## src/rtl/dff_bank_arbiter_if.sv

```systemverilog
// Requester-side bundle for the shared register arbiter.
// The master side is the requester pool; the slave side is the arbiter.
interface dff_bank_arbiter_if #(
  parameter int unsigned NREQ  = 4,
  parameter int unsigned WIDTH = 8
);
  localparam int unsigned IdW = $clog2(NREQ);

  logic [NREQ-1:0]       req;
  logic [NREQ-1:0]       we;
  logic [NREQ*WIDTH-1:0] din;
  logic [NREQ-1:0]       gnt;
  logic [IdW-1:0]        gnt_id;
  logic [WIDTH-1:0]      q;
  logic                  busy;
  logic                  timeout;

  modport master (
    output req, we, din,
    input  gnt, gnt_id, q, busy, timeout
  );

  modport slave (
    input  req, we, din,
    output gnt, gnt_id, q, busy, timeout
  );
endinterface

```

## src/rtl/dff_bank_arbiter.sv

```systemverilog
// Round-robin owner arbitration for one shared WIDTH-bit register, with an
// optional hold limit that forces release after MAX_HOLD owned cycles.
module dff_bank_arbiter #(
  parameter int unsigned NREQ     = 4,
  parameter int unsigned WIDTH    = 8,
  parameter int unsigned MAX_HOLD = 4
) (
  input  logic              i_clk,
  input  logic              i_n_rst,
  dff_bank_arbiter_if.slave io_bus
);
  localparam int unsigned IdW  = $clog2(NREQ);
  localparam int unsigned CntW = (MAX_HOLD > 0) ? $clog2(MAX_HOLD + 1) : 1;
  localparam logic [CntW-1:0] HoldLast = (MAX_HOLD > 0) ? CntW'(MAX_HOLD - 1) : '0;
  localparam logic [IdW-1:0]  IdMax    = IdW'(NREQ - 1);

  localparam logic [0:0] ST_IDLE = 1'b0;
  localparam logic [0:0] ST_OWN  = 1'b1;

  logic [0:0]       r_state;
  logic [NREQ-1:0]  r_gnt;
  logic [IdW-1:0]   r_gnt_id;
  logic [IdW-1:0]   r_ptr;
  logic [CntW-1:0]  r_hold;
  logic [WIDTH-1:0] r_q;
  logic             r_busy;
  logic             r_timeout;

  int               w_idx;
  logic [IdW-1:0]   w_cand;
  logic             w_found;
  logic [IdW-1:0]   w_win_id;
  logic [NREQ-1:0]  w_win_onehot;
  logic             w_own_req;
  logic             w_own_we;
  logic [WIDTH-1:0] w_own_din;
  logic             w_hold_expire;
  logic [IdW-1:0]   w_ptr_next;

  // First requester at or after the round-robin pointer, wrapping modulo NREQ.
  always_comb begin
    w_idx    = 0;
    w_cand   = '0;
    w_found  = 1'b0;
    w_win_id = '0;
    for (int k = 0; k < int'(NREQ); k++) begin
      w_idx = int'(r_ptr) + k;
      if (w_idx >= int'(NREQ)) w_idx = w_idx - int'(NREQ);
      w_cand = IdW'(w_idx);
      if (!w_found && io_bus.req[w_cand]) begin
        w_found  = 1'b1;
        w_win_id = w_cand;
      end
    end
    w_win_onehot = NREQ'(1) << w_win_id;
  end

  // Current owner's request, write strobe, data slice and release bookkeeping.
  always_comb begin
    w_own_req     = io_bus.req[r_gnt_id];
    w_own_we      = io_bus.we[r_gnt_id];
    w_own_din     = io_bus.din[int'(r_gnt_id) * int'(WIDTH) +: WIDTH];
    w_hold_expire = (MAX_HOLD != 0) && (r_hold == HoldLast);
    w_ptr_next    = (r_gnt_id == IdMax) ? '0 : r_gnt_id + 1'b1;
  end

  // Grant FSM, hold counter and shared register; reset drops any in-flight write.
  always_ff @(posedge i_clk) begin
    if (!i_n_rst) begin
      r_state   <= ST_IDLE;
      r_gnt     <= '0;
      r_gnt_id  <= '0;
      r_ptr     <= '0;
      r_hold    <= '0;
      r_q       <= '0;
      r_busy    <= 1'b0;
      r_timeout <= 1'b0;
    end else begin
      r_timeout <= 1'b0;
      case (r_state)
        ST_IDLE: begin
          if (w_found) begin
            r_gnt    <= w_win_onehot;
            r_gnt_id <= w_win_id;
            r_busy   <= 1'b1;
            r_hold   <= '0;
            r_state  <= ST_OWN;
          end
        end
        ST_OWN: begin
          if (w_own_we) r_q <= w_own_din;
          r_hold <= r_hold + 1'b1;
          if (!w_own_req || w_hold_expire) begin
            r_gnt     <= '0;
            r_busy    <= 1'b0;
            r_ptr     <= w_ptr_next;
            r_state   <= ST_IDLE;
            // Only a release with req still high is a forced one.
            r_timeout <= w_own_req;
          end
        end
        default: r_state <= ST_IDLE;
      endcase
    end
  end

  assign io_bus.gnt     = r_gnt;
  assign io_bus.gnt_id  = r_gnt_id;
  assign io_bus.q       = r_q;
  assign io_bus.busy    = r_busy;
  assign io_bus.timeout = r_timeout;
endmodule

```

## src/flat_wrapper.sv

```systemverilog
// flat-port wrapper written by rule: the top's interface ports become plain ports
module dff_bank_arbiter_flat 
#(
  parameter int unsigned NREQ     = 4,
  parameter int unsigned WIDTH    = 8,
  parameter int unsigned MAX_HOLD = 4
)
  (i_clk, i_n_rst, io_bus_req, io_bus_we, io_bus_din, io_bus_gnt, io_bus_gnt_id, io_bus_q, io_bus_busy, io_bus_timeout);
  dff_bank_arbiter_if #(.NREQ(NREQ), .WIDTH(WIDTH)) io_bus_i ();
  input  logic i_clk;
  input  logic i_n_rst;
  input wire logic [$bits(io_bus_i.req)-1:0] io_bus_req;
  input wire logic [$bits(io_bus_i.we)-1:0] io_bus_we;
  input wire logic [$bits(io_bus_i.din)-1:0] io_bus_din;
  output wire logic [$bits(io_bus_i.gnt)-1:0] io_bus_gnt;
  output wire logic [$bits(io_bus_i.gnt_id)-1:0] io_bus_gnt_id;
  output wire logic [$bits(io_bus_i.q)-1:0] io_bus_q;
  output wire logic [$bits(io_bus_i.busy)-1:0] io_bus_busy;
  output wire logic [$bits(io_bus_i.timeout)-1:0] io_bus_timeout;
  assign io_bus_i.req = io_bus_req;
  assign io_bus_i.we = io_bus_we;
  assign io_bus_i.din = io_bus_din;
  assign io_bus_gnt = io_bus_i.gnt;
  assign io_bus_gnt_id = io_bus_i.gnt_id;
  assign io_bus_q = io_bus_i.q;
  assign io_bus_busy = io_bus_i.busy;
  assign io_bus_timeout = io_bus_i.timeout;
  dff_bank_arbiter #(.NREQ(NREQ), .WIDTH(WIDTH), .MAX_HOLD(MAX_HOLD)) u_core (.i_clk(i_clk), .i_n_rst(i_n_rst), .io_bus(io_bus_i));
endmodule
```

## config.mk

```make
export PLATFORM = sky130hd
export DESIGN_NAME = dff_bank_arbiter_flat
export DESIGN_NICKNAME = d
export VERILOG_FILES = /design/src/rtl/dff_bank_arbiter_if.sv /design/src/rtl/dff_bank_arbiter.sv /design/src/flat_wrapper.sv
export SDC_FILE = /design/constraint.sdc
export NUM_CORES = 1
export LEC_CHECK = 0
export CORE_AREA = 3 3 57 64
export DETAILED_ROUTE_END_ITERATION = 10
export DIE_AREA = 0 0 60 67
export GPL_TIMING_DRIVEN = 0
export HOLD_SLACK_MARGIN = 0.12
export PLACE_DENSITY = 0.77
export RECOVER_POWER = 50
export SYNTH_ARGS = -nofsm -noshare
export SYNTH_HDL_FRONTEND = slang
export SYNTH_SLANG_ARGS = --single-unit
```

## constraint.sdc

```tcl
create_clock -name i_clk -period 2 [get_ports i_clk]
set_clock_uncertainty 0.05 [all_clocks]
set_input_delay 0.5 -clock i_clk [delete_from_list [all_inputs] [get_ports i_clk]]
set_output_delay 0.5 -clock i_clk [all_outputs]
set_load 0.005 [all_outputs]
```

# --- Word-level counts from Yosys, hierarchy flattened ---
# Cells that the tools add are included.
totals:
  elab_cells: 82
  regBits: 22
  input_bits: 42
  output_inout_bits: 16
op_classes:
  eq_ne: 4
  add_sub_neg: 9
  n_lt_le_gt_ge: 9
  n_bitwise: 1
  muxes: 36
  shift: 2
  n_reduce_logical: 13
op_table:
  columns: ["op", "n"]
  rows:
  - ["indexed part select 32 x 6 -> 8 bit", 1]
  - ["two-way mux 2 bit", 9]
  - ["< comparator 2 x 3 -> 1 bit, second input constant", 5]
  - ["two-way mux 1 bit", 14]
  - ["binary-select mux 1 bit (select 2 bit)", 6]
  - ["greater-or-equal comparator 3 bit, second input constant", 3]
  - ["two-way mux 4 bit", 2]
  - ["case mux 4 bit (2 select lines)", 1]
  - ["AND reduction 2 bit", 4]
  - ["subtractor 2 x 1 -> 2 bit, second input constant", 4]
  - ["adder 2 x 2 -> 3 bit, second input constant", 2]
  - ["case mux 3 bit (2 select lines)", 1]
  - ["logical NOT 1 bit", 4]
  - ["case mux 1 bit (2 select lines)", 2]
  - ["left shift 1 x 2 -> 4 bit, first input constant", 1]
  - ["adder 2 x 1 -> 3 bit, second input constant", 1]
  - ["adder 3 x 1 -> 3 bit, second input constant", 1]
  - ["equality test 3 x 2 -> 1 bit, second input constant", 1]
  - ["greater-or-equal comparator 2 x 3 -> 1 bit, second input constant", 1]
  - ["logical AND 1 bit", 3]
  - ["two-way mux 3 bit", 1]
  - ["AND reduction 3 bit", 1]
  - ["adder 2 x 1 -> 2 bit, second input constant", 1]
  - ["equality test 2 bit, second input constant", 1]
  - ["4 further kinds", 4]

# --- Depth between registers and ports, before layout ---
logic_depth:
  word_depth: 17
  depth_mapped: 6
  depth_no_buf: 6

# --- Worst setup path before layout ---
# OpenSTA, ideal clock, no wires.
synth_timing:
  kind: "input -> register"
  start: "input io_bus_req[3]"
  end: "register u_core.r_state"
  path_stages: 4
  required_ns: 1.828
  setup_ns: 0.122
  path_buffers: 0
  setup_slack_ns: 0.415
  t_arrival_ns: 1.412
  path_cell_list: "mux4_2 -> a21boi_4 -> nand2b_1 -> nor2_1"
synth_via:
  elab_chain_cells: 14
  word_cells_on_any_way: 25
  cone_classes: "mux (17); reduce/logical (8)"
synth_lines:
  columns: ["element", "line_no", "rtl"]
  rows:
  - ["start: declaration", "flat_wrapper.sv:12", "input wire logic [$bits(io_bus_i.req)-1:0] io_bus_req;"]
  - ["binary-select mux 1 bit (select 2 bit)", "dff_bank_arbiter.sv:50", "if (!w_found && io_bus.req[w_cand]) begin"]
  - ["two-way mux 1 bit (implied by the code)", "dff_bank_arbiter.sv:50", null]
  - ["two-way mux 1 bit", "dff_bank_arbiter.sv:50", null]
  - ["logical NOT 1 bit", "dff_bank_arbiter.sv:50", null]
  - ["logical AND 1 bit", "dff_bank_arbiter.sv:50", null]
  - ["two-way mux 1 bit", "dff_bank_arbiter.sv:50", null]
  - ["logical NOT 1 bit", "dff_bank_arbiter.sv:50", null]
  - ["logical AND 1 bit", "dff_bank_arbiter.sv:50", null]
  - ["two-way mux 1 bit", "dff_bank_arbiter.sv:50", null]
  - ["logical NOT 1 bit", "dff_bank_arbiter.sv:50", null]
  - ["logical AND 1 bit", "dff_bank_arbiter.sv:50", null]
  - ["two-way mux 1 bit", "dff_bank_arbiter.sv:50", null]
  - ["two-way mux 1 bit", "dff_bank_arbiter.sv:82", "if (w_found) begin"]
  - ["case mux 1 bit (2 select lines) (*)", "dff_bank_arbiter.sv:80", "case (r_state)"]
  - ["end signal: assignment", "dff_bank_arbiter.sv:70", "r_state <= ST_IDLE;"]
  - ["end signal: assignment", "dff_bank_arbiter.sv:87", "r_state <= ST_OWN;"]
  - ["end signal: assignment", "dff_bank_arbiter.sv:97", "r_state <= ST_IDLE;"]
  - ["end: declaration", "dff_bank_arbiter.sv:20", "logic [0:0] r_state;"]
# Mark *: on every way between the ends. The rest lies on a longest branch, timed or not. The select of a mux whose other input is x is not followed.
# A chain may end at the register's enable or synchronous reset.

# --- Final worst setup path ---
layout_timing:
  start: "input io_bus_req[3]"
  end: "register u_core.r_timeout, in the netlist u_core.io_bus.timeout"
layout_via:
  elab_chain_cells: 5
layout_lines:
  columns: ["element", "line_no", "rtl"]
  rows:
  - ["binary-select mux 1 bit (select 2 bit) (*)", "dff_bank_arbiter.sv:60", "w_own_req = io_bus.req[r_gnt_id];"]
  - ["two-way mux 1 bit (implied by the code) (*)", "dff_bank_arbiter.sv:60", null]
  - ["logical NOT 1 bit", "dff_bank_arbiter.sv:93", "if (!w_own_req || w_hold_expire) begin"]
  - ["logical OR 1 bit", "dff_bank_arbiter.sv:93", null]
  - ["AND reduction 3 bit (no line)", null, null]
  - ["end signal: assignment", "dff_bank_arbiter.sv:99", "r_timeout <= w_own_req;"]
  - ["end: declaration", "dff_bank_arbiter.sv:27", "logic r_timeout;"]
# Marked as above.

==> summary.md <==
| Metric | Value |
|---|---|
| Final Cell Area | `between 0.0015 and 0.002 mm2` |
| Pre-CTS setup slack | `-0.276 ns` |
| Final global-route overflow total | `0` |
| Period utilisation layout | `97.0%` |
| Critical path class | `in -> reg` |
| Setup ws final | `0.0595 ns` |
| CTS tree | `yes` |
| Fin. max-slew vios | `0` |
| Area share of the largest cell type after synthesis | `a little over a third` |
| I/O pins | `a little under 60` |
| GRT busiest layer | `met2` |
| Total Power | `between 0.001 and 0.0015 W` |
| H-Tree Depth | `1` |
| P per Cell Area | `roughly 540 mW/mm2` |
| Final hold viol count | `0` |
| Drt drc | `0` |
| Hold WC Path Type | `reg -> reg` |
| Final antenna-violating net count | `0` |
| RSZ-0062 raised after global routing | `no` |
| Sequential area share after synthesis | `about 36%` |
| Mean Syn Cell Area | `roughly 11 um2` |
| Setup TNS Final | `0 ns` |
| Cell with the most instances after synthesis | `dfxtp_1` |
| Pre-antenna DRT Iters | `4` |
| Synth area leaders | `dfxtp_1 36%, mux4_2 19%, mux2i_1 8.3%` |
| GR Layer Usage met3 | `4.26%` |
| Overall Global Routing Usage | `about 17%` |
| Worst-path maximum fanout | `7` |
| Top cell type by total area after synthesis | `dfxtp_1` |
| Crit. End Element | `flip-flop` |
| Slew margin rel. | `a little under three quarters` |
| Post-synth EDFFs | `0` |
| HPWL after detailed placement | `between 2 and 3 mm` |
| Crit path DAT | `between 2 and 2.5 ns` |
| Met2 usage | `between 30% and 40%` |
| CP max stage cell | `mux4_2` |
| CP required | `roughly 2.2 ns` |
| Vias | `1127` |
| Diodes inserted | `0` |
| Worst Max-Slew Pin Slew | `0.422 ns` |
| Main synth FF type | `dfxtp_1` |
| Largest net degree at the start of global routing | `12` |
| YS warnings | `0` |
| Core area | `about 0.0030 mm2` |
| Routed WL per cell | `between 15 and 20 um` |
| Critical path's top delay family | `multiplexers` |
| Area Growth Syn to Fin | `54.0%` |
| Pleak | `about 0.74 nW` |
| Initial antenna violation count | `0` |
| CTS sink count | `22` |
| Count of cell types in the netlist | `30` |
| Via-to-Cell Ratio | `roughly 5.4` |
| Final Wtd Congestion | `slightly above 0.9` |
| WL final | `~3.4 mm` |
| CP cell instances | `clkdlybuf4s50_1, mux4_2, a21boi_2, and3_1` |
| Syn Inst Count | `about 110` |
| Number of port buffers | `57` |
| MaxCap Viol Count | `0` |
| Maximum buffer depth of the clock tree | `2` |
| GR Util met1 | `roughly 19%` |
| Final Setup Violations | `0` |
| Async S/R FF share, synth | `0%` |
| Num rows | `21` |
| Peak VDD IR | `between 0.3 and 0.4 mV` |
| Register bit total from synthesis | `22` |
| Die Area | `around 0.004 mm2` |
| Buf+Inv Stages, Crit Path | `1` |
| CP Launch Type | `input port` |
| First-pass GRT wire length | `between 5 and 6 mm` |
| CTS clk-pin slew, worst paths | `0.11 ns` |
| DIE WIDTH | `around 60 um` |
| Minimum clock period after layout | `1.94 ns` |
| CTS Hold Bufs | `0` |
| Synth Net Count | `between 150 and 200` |
| CTS Buf Count | `3` |
| Chip Height | `about 67 um` |
| Area of the mapped netlist | `0.00121 mm2` |
| Setup repair bufs after CTS | `0` |
| Nets | `roughly 220` |
| DR iter-0 viols | `38` |
| Hold Slack | `0.451 ns` |
| Clock Root Buffer | `clkbuf_4` |
| Status | `completed` |
| Initial Util | `around two fifths` |
| Placed cell areas | `approximately 0.0018 mm2` |
| Vias in the first global route | `about 1200` |
| Slowest stage delay, CP | `approximately 0.6 ns` |
| Achievable Freq | `approximately 520 MHz` |
| Clk_lat worst skew | `approximately 0.30 ns` |
| Top cells by count, synth | `22 x dfxtp_1, 13 x nor2b_1, 10 x mux2i_1, 10 x mux4_2` |
| Share of post-route cells with drive strength above 1 | `between 10% and 20%` |
-- tightest hold or removal path, cell delays in order, from the launching register on --
cell	delay, ns
dfxtp_1	0.35
nor2_1	0.05
nor2_1	0.07
-- registers in the layout (all words and copies together), names as in the netlist --
register	flops
u_core.io_bus.q	8
u_core.io_bus.gnt	4
u_core.r_hold	3
u_core.io_bus.gnt_id	2
u_core.r_ptr	2
u_core.io_bus.busy	1
u_core.io_bus.timeout	1
u_core.r_state	1
-- logic make-up after synthesis --
family | synth area share (%)
buf+inv | 4.03
simple gates | 18.4
flops | 36.4
mux | 26.9
compound gates | 11.2
fa+ha+maj | 3.10
-- report_power, final --
group	leakage [nW]	internal, W	total (W)	switching (W)
Combinational	0.546	0.000198	0.000320	0.000123
Clock	0.0138	0.0000704	0.000200	0.000129
Sequential	0.180	0.000469	0.000488	0.0000186
Total	0.740	0.000737	0.00101	0.000271
-- metal layers --
| layer | share of wire [%] | vias up |
|---|---|---|
| met4 | 1.6 | 0 |
| met5 | 0 | - |
| met2 | 49 | 54 |
| met3 | 11 | 7 |
| li1 | - | 544 |
| met1 | 38 | 522 |
-- worst paths after layout --
| path | from | end | slack (ns) | cells past startpoint |
|---|---|---|---|---|
| setup / recovery | io_bus_req[3] | u_core.io_bus.timeout | 0.06 | 4 |
| hold / removal | u_core.io_bus.busy | u_core.io_bus.busy | 0.45 | 2 |
| setup reg to reg | u_core.io_bus.gnt_id[0] | u_core.io_bus.q[6] | 0.17 | 4 |
| hold reg to reg | u_core.io_bus.busy | u_core.io_bus.busy | 0.45 | 2 |
-- metrics by stage --
step / std cells / util, %
finish: 208 / 61.1
global placement: 204 / 59.8
detailed placement: 204 / 59.8
floorplan: 113 / -
CTS: 207 / 60.6
global route: 208 / 61.1
-- cells in the final DEF, fill, tap and decap left out, types with 4 or more instances in the layout --
master	count
nor2b_1	13
nand3_1	6
nand2_1	6
dlygate4sd3_1	14
mux2i_1	10
o32ai_1	4
dfxtp_1	22
a21oi_1	4
clkdlybuf4s50_1	43
nor2_1	6
mux4_2	10
-- repair_timing --
action | CTS | global route
resized for setup | 0 | 1
endpoints found under the hold margin | 0 | 0
endpoints found under the setup margin | 0 | 10
-- area by class of cell --
cell class,instances,area [um2]
flip-flops and latches,22,440
fillers,291,1180
inverters,3,11.3
well taps,34,42.5
repair buffers,57,571
multi-input cells,82,738
clock buffers,3,22.5
plain buffers,7,37.5
No activity file was read; power rests on OpenSTA's default activity.
